==> config.mk <==
export PLATFORM = sky130hd
export DESIGN_NAME = cic_decimator
export DESIGN_NICKNAME = d
export VERILOG_FILES = /design/src/rtl/cic_decimator_pkg.sv /design/src/rtl/cic_decimator_comb_stage.sv /design/src/rtl/cic_decimator.sv
export SDC_FILE = /design/constraint.sdc
export NUM_CORES = 1
export LEC_CHECK = 0
export ABC_AREA = 0
export BUFFER_PORTS_ARGS = -buffer_cell sky130_fd_sc_hd__buf_2
export CORE_UTILIZATION = 40
export CTS_BUF_LIST = sky130_fd_sc_hd__clkbuf_4 sky130_fd_sc_hd__clkbuf_8
export DETAILED_ROUTE_END_ITERATION = 10
export SLEW_MARGIN = 10
export SYNTH_ARGS = -nofsm -noshare
export SYNTH_HDL_FRONTEND = slang
export SYNTH_HIERARCHICAL = 1
export SYNTH_SLANG_ARGS = --single-unit
==> constraint.sdc <==
create_clock -name clk -period 8.6 [get_ports clk]
set_clock_uncertainty 0.05 [all_clocks]
set_input_delay 1.72 -clock clk [delete_from_list [all_inputs] [get_ports clk]]
set_output_delay 1.72 -clock clk [all_outputs]
set_load 0.02 [all_outputs]
==> src/rtl/cic_decimator_pkg.sv <==
// cic_decimator_pkg
//   Shared definitions for the CIC decimation chain: the ceiling-log2 helper
//   used to size the counter and the full-precision datapath, plus the
//   default parameter values of the decimator.
package cic_decimator_pkg;

  localparam int CIC_IN_WIDTH_DEF  = 2;
  localparam int CIC_OUT_WIDTH_DEF = 16;
  localparam int CIC_N_DEF         = 4;
  localparam int CIC_R_DEF         = 64;

  // Ceiling log2; exact for the power-of-two ratios this chain uses.
  function automatic int clog2(input int value);
    int result;
    int v;
    result = 0;
    v      = value - 1;
    while (v > 0) begin
      result = result + 1;
      v      = v >> 1;
    end
    return result;
  endfunction

  // Full-precision register width: Hogenauer bit growth for M=1.
  function automatic int cic_w_full(input int in_width, input int n, input int r);
    return in_width + n * clog2(r);
  endfunction

endpackage

==> src/rtl/cic_decimator_comb_stage.sv <==
// cic_comb_stage
//   One comb section of the decimator running at the decimated rate:
//   c_out = c_in - D, and D takes c_in on each decimation strobe.
//   Ports:
//     clk    in   system clock
//     reset  in   asynchronous active-low reset, clears the delay register
//     dec    in   decimation strobe (delay register advances)
//     c_in   in   W-bit stage input (combinational from previous stage)
//     c_out  out  W-bit stage output, modulo 2^W
module cic_comb_stage #(
  parameter int W = 26
) (
  input  logic         clk,
  input  logic         reset,
  input  logic         dec,
  input  logic [W-1:0] c_in,
  output logic [W-1:0] c_out
);

  logic [W-1:0] dly_q;
  logic [W-1:0] dly_d;

  always_comb begin
    dly_d = dly_q;
    if (dec) begin
      dly_d = c_in;
    end
  end

  assign c_out = c_in - dly_q;

  always_ff @(posedge clk or negedge reset) begin
    if (!reset) begin
      dly_q <= '0;
    end else begin
      dly_q <= dly_d;
    end
  end

endmodule

==> src/rtl/cic_decimator.sv <==
// cic_decimator
//   Hogenauer CIC decimator: N pipelined integrators at the input rate,
//   decimation by R, N combs at the output rate (differential delay 1).
//   The output is the top OUT_WIDTH bits of the full-precision comb result.
//   Ports:
//     clk         in   system clock, rising edge
//     reset       in   asynchronous active-low reset, clears all state
//     clk_enable  in   input sample valid; only enabled cycles advance the filter
//     filter_in   in   IN_WIDTH signed input sample
//     filter_out  out  OUT_WIDTH signed decimated sample, held between updates
//     ce_out      out  one-clock pulse, high the cycle after filter_out updates
module cic_decimator
  import cic_decimator_pkg::*;
#(
  parameter int IN_WIDTH  = CIC_IN_WIDTH_DEF,
  parameter int OUT_WIDTH = CIC_OUT_WIDTH_DEF,
  parameter int N         = CIC_N_DEF,
  parameter int R         = CIC_R_DEF
) (
  input  logic                 clk,
  input  logic                 reset,
  input  logic                 clk_enable,
  input  logic [IN_WIDTH-1:0]  filter_in,
  output logic [OUT_WIDTH-1:0] filter_out,
  output logic                 ce_out
);

  localparam int W_FULL = cic_w_full(IN_WIDTH, N, R);
  localparam int CNT_W  = clog2(R);
  localparam logic [CNT_W-1:0] CNT_LAST = CNT_W'(R - 1);

  logic [W_FULL-1:0]    integ_q [N];
  logic [W_FULL-1:0]    integ_d [N];
  logic [CNT_W-1:0]     cnt_q;
  logic [CNT_W-1:0]     cnt_d;
  logic [OUT_WIDTH-1:0] filter_out_q;
  logic [OUT_WIDTH-1:0] filter_out_d;
  logic                 ce_out_q;
  logic                 ce_out_d;

  logic                 dec;
  logic [W_FULL-1:0]    in_sext;
  logic [W_FULL-1:0]    comb_c [N+1];

  assign in_sext = {{(W_FULL-IN_WIDTH){filter_in[IN_WIDTH-1]}}, filter_in};
  assign dec     = clk_enable && (cnt_q == CNT_LAST);

  // Each integrator adds the pre-edge value of its predecessor, giving a
  // one-cycle pipeline per stage; the wrap of the modulo adders cancels
  // exactly in the combs.
  always_comb begin
    for (int j = 0; j < N; j++) begin
      integ_d[j] = integ_q[j];
    end
    cnt_d = cnt_q;
    if (clk_enable) begin
      integ_d[0] = integ_q[0] + in_sext;
      for (int j = 1; j < N; j++) begin
        integ_d[j] = integ_q[j] + integ_q[j-1];
      end
      cnt_d = (cnt_q == CNT_LAST) ? '0 : cnt_q + 1'b1;
    end
  end

  assign comb_c[0] = integ_q[N-1];

  for (genvar g = 0; g < N; g++) begin : g_comb
    cic_comb_stage #(
      .W (W_FULL)
    ) u_comb (
      .clk   (clk),
      .reset (reset),
      .dec   (dec),
      .c_in  (comb_c[g]),
      .c_out (comb_c[g+1])
    );
  end

  always_comb begin
    filter_out_d = filter_out_q;
    ce_out_d     = dec;
    if (dec) begin
      filter_out_d = comb_c[N][W_FULL-1 -: OUT_WIDTH];
    end
  end

  always_ff @(posedge clk or negedge reset) begin
    if (!reset) begin
      for (int j = 0; j < N; j++) begin
        integ_q[j] <= '0;
      end
      cnt_q        <= '0;
      filter_out_q <= '0;
      ce_out_q     <= 1'b0;
    end else begin
      for (int j = 0; j < N; j++) begin
        integ_q[j] <= integ_d[j];
      end
      cnt_q        <= cnt_d;
      filter_out_q <= filter_out_d;
      ce_out_q     <= ce_out_d;
    end
  end

  assign filter_out = filter_out_q;
  assign ce_out     = ce_out_q;

endmodule
# Yosys cells after proc, flatten, opt, wreduce, memory -nomap -nowiden
# Cells that the tools add are included.
[totals]
regBits = 231
in_bits = 5
out_inout_bits = 17
[classes]
addsub = 9
n_eq_ne = 1
muxes = 1
n_reduce_logical = 1
[ops]
columns = ["operator", "n"]
rows = [
  ["26-bit adder", 4],
  ["26-bit subtractor", 4],
  ["6-bit by 1-bit adder with 6-bit output (second input constant)", 1],
  ["6-bit equality test (second input constant)", 1],
  ["6-bit 2-to-1 mux", 1],
  ["1-bit logical AND", 1],
]

# Longest topological paths before layout
[depth]
ltp_word = 4
ltp_mapped = 33
ltp_nobuf = 31

# By module
# The synthesis kept the hierarchy.
[modules_own_cells]
columns = ["module", "instances", "cells_per_inst", "area_per_inst_um2", "seq_area_each_um2"]
rows = [
  ["cic_decimator", 1, 1084, 10099.7, 3178.0],
  ["cic_comb_stage", 4, 295, 2412.3, 650.6],
]

# Worst setup path after synthesis
# Ideal clock, no wire load.
[synth_path]
path_kind = "reg2reg"
startpoint = "register integ_q (netlist bit comb_c[104])"
endpoint = "register filter_out_q[13] (netlist: filter_out[13])"
arrival_ps = 6429
required_ps = 8425
path_slack_ps = 1996
stages_incl_launch_ff = 33
path_buffers = 2
period_less_slack_ps = 6604
path_cell_list = "dfrtp_1 -> inv_1 -> ha_1 -> inv_1 -> fa_1 -> a21o_1 -> a31o_2 -> a211oi_2 -> o31ai_1 -> a311o_1 -> xor2_1 -> ha_1 -> buf_4 -> and4_1 -> buf_4 -> nand2_2 -> or4_4 -> and3_1 -> xnor2_1 -> ha_1 -> nand2_1 -> nor2_1 -> a221oi_1 -> a21boi_1 -> xnor2_1 -> ha_1 -> a21o_1 -> a21oi_1 -> o211ai_1 -> a31oi_1 -> o31ai_1 -> xor2_1 -> mux2_2"
[synth_lines]
columns = ["element", "line", "text"]
rows = [
  ["from (decl)", "cic_decimator.sv:32", "logic [W_FULL-1:0] integ_q [N];"],
  ["from (signal, indexed assignment)", "cic_decimator.sv:97", "integ_q[j] <= integ_d[j];"],
  ["to (signal assigned)", "cic_decimator.sv:100", "filter_out_q <= filter_out_d;"],
  ["to (decl)", "cic_decimator.sv:36", "logic [OUT_WIDTH-1:0] filter_out_q;"],
]

==> impl_metrics.env <==
export IMPL_outcome="completed"
export IMPL_postRouteWirelength_um=48800
export IMPL_ios=22
export IMPL_cts_sinks=231
export IMPL_synth_cells=2248
export IMPL_rsz0062_at_grt="no"
export IMPL_mostFrequentLayoutCell="nand2_1"
export IMPL_clockBufferDepth=3
export IMPL_post_cts_buffers=0
export IMPL_antenna_found_initial=1
export IMPL_crit_type="flip-flop to flip-flop"
export IMPL_antennaDiodeCount=0
export IMPL_max_stage_delay_ns=0.54
export IMPL_cp_buffers_inverters=2
export IMPL_avgSynthCellArea_um2=8.74
export IMPL_cts_buffers_inserted=47
export IMPL_design_die_area_um2=50000
export IMPL_clkTransAtPathRegs_ns=0.06
export IMPL_grt_start_max_net_pins=162
export IMPL_rows=80
export IMPL_maxCapViolCount=0
export IMPL_root_buffer="clkbuf_8"
export IMPL_critPathArrivalTime_ns=7.79
export IMPL_drtIter0Drc=946
export IMPL_htreeDepth=2
export IMPL_dieHeight_um=224
export IMPL_hpwl_um=35900
export IMPL_max_freq_mhz=136
export IMPL_cts_tree="yes"
export IMPL_dp_slack_ns=1.28
export IMPL_maxSlewHeadroom_pct=38.0
export IMPL_crit_required_ns=9.04
export IMPL_syn_area_um2=19600
export IMPL_hold_class="flip-flop to flip-flop"
export IMPL_final_antenna_net_count=0
export IMPL_syn_nets=2462
export IMPL_slew_viol_final=0
export IMPL_vias_per_cell=5.65
export IMPL_finalSetupTns_ns=0
export IMPL_cpMostUsedCell="ha_1"
export IMPL_drive_above_1_share_pct=11.5
export IMPL_port_buffer_count=21
export IMPL_clk_latency_ns=0.62
export IMPL_track_usage_pct=19.6
export IMPL_remaining_drc_errors=0
export IMPL_grt_pass1_wl_um=81100
export IMPL_critical_path_top_delay_family="compound AO/OA/AOI/OAI gates"
export IMPL_first_global_vias=16200
export IMPL_vias=16200
export IMPL_min_period_ns=7.35
export IMPL_gr_total_overflow=0
export IMPL_initial_core_util_pct=40.9
export IMPL_first_pass_iters=5
export IMPL_hold_viol_final=0
export IMPL_crit_path_end_kind="flip-flop"
export IMPL_ys_warn_count=6
export IMPL_wl_per_cell_um=17.0
export IMPL_fillers=4772
export IMPL_worst_pin_slew_ns=0.930
export IMPL_post_cts_resized=0
export IMPL_final_cell_mix="nand2_1, dfrtp_1, ha_1"
export IMPL_post_route_period_util_pct=85.4
export IMPL_cp_start_kind="flip-flop"
export IMPL_nets=2442
export IMPL_coreArea_um2=48000
export IMPL_crit_slowest_cell="or4_4"
export IMPL_area_growth_pct=7.06
export IMPL_cts_hold_buffers=0
export IMPL_worstPathMaxFanout=7
export IMPL_setup_viol=0
export IMPL_layout_setup_ws_ns=1.25
export IMPL_place_congestion=0.901
export IMPL_die_w_um=224
-- per-stage QoR --
step	std cells	util (%)	cell area, µm²	hold WS [ns]
final	2876	43.8	21000	0.429
after global routing	2876	43.8	21000	0.478
after CTS	2876	43.8	21000	0.437
after detailed placement	2794	41.7	20000	0.423
after global placement	2794	41.7	20000	0.417
after floorplan	2248	-	19600	0.390
-- routing by layer --
layer / GRT usage [%] / vias up / wire [µm]
li1: - / 8094 / -
met1: 25.5 / 7758 / 22900
met2: 33.5 / 296 / 23200
met3: 2.48 / 93 / 1500
met4: 6.36 / 0 / 1250
met5: 0 / - / 0
-- final cells by class --
class	instances	area, µm²	area share [%]
timing repair buffer	26	168	0.797
tap	615	769	3.66
sequential	231	5780	27.5
multi-input combinational	1770	12700	60.5
clock inverter	9	78.8	0.375
clock buffer	73	930	4.42
inverter	152	571	2.71
-- worst paths after layout --
kind                                               to         from  depth (start not counted)  slack [ns]
max                                    filter_out[13]  comb_c[104]                         29        1.25
min                                          cnt_q[5]     cnt_q[5]                          1        0.43
max reg2reg                            filter_out[13]  comb_c[104]                         29        1.25
min reg2reg                                  cnt_q[5]     cnt_q[5]                          1        0.43
max in group asynchronous  g_comb[0].u_comb/dly_q[16]        reset                          2        6.17
min in group asynchronous  g_comb[2].u_comb/dly_q[18]        reset                          1        1.04
-- flip-flops by register name, indices dropped and copies added (netlist names) --
signal,count
g_comb.u_comb/dly_q,104
integ_q,78
comb_c,26
filter_out,16
cnt_q,6
ce_out,1
Power is not shown: default switching activity piles up to over one toggle a cycle in this logic, so the estimate is an artifact.
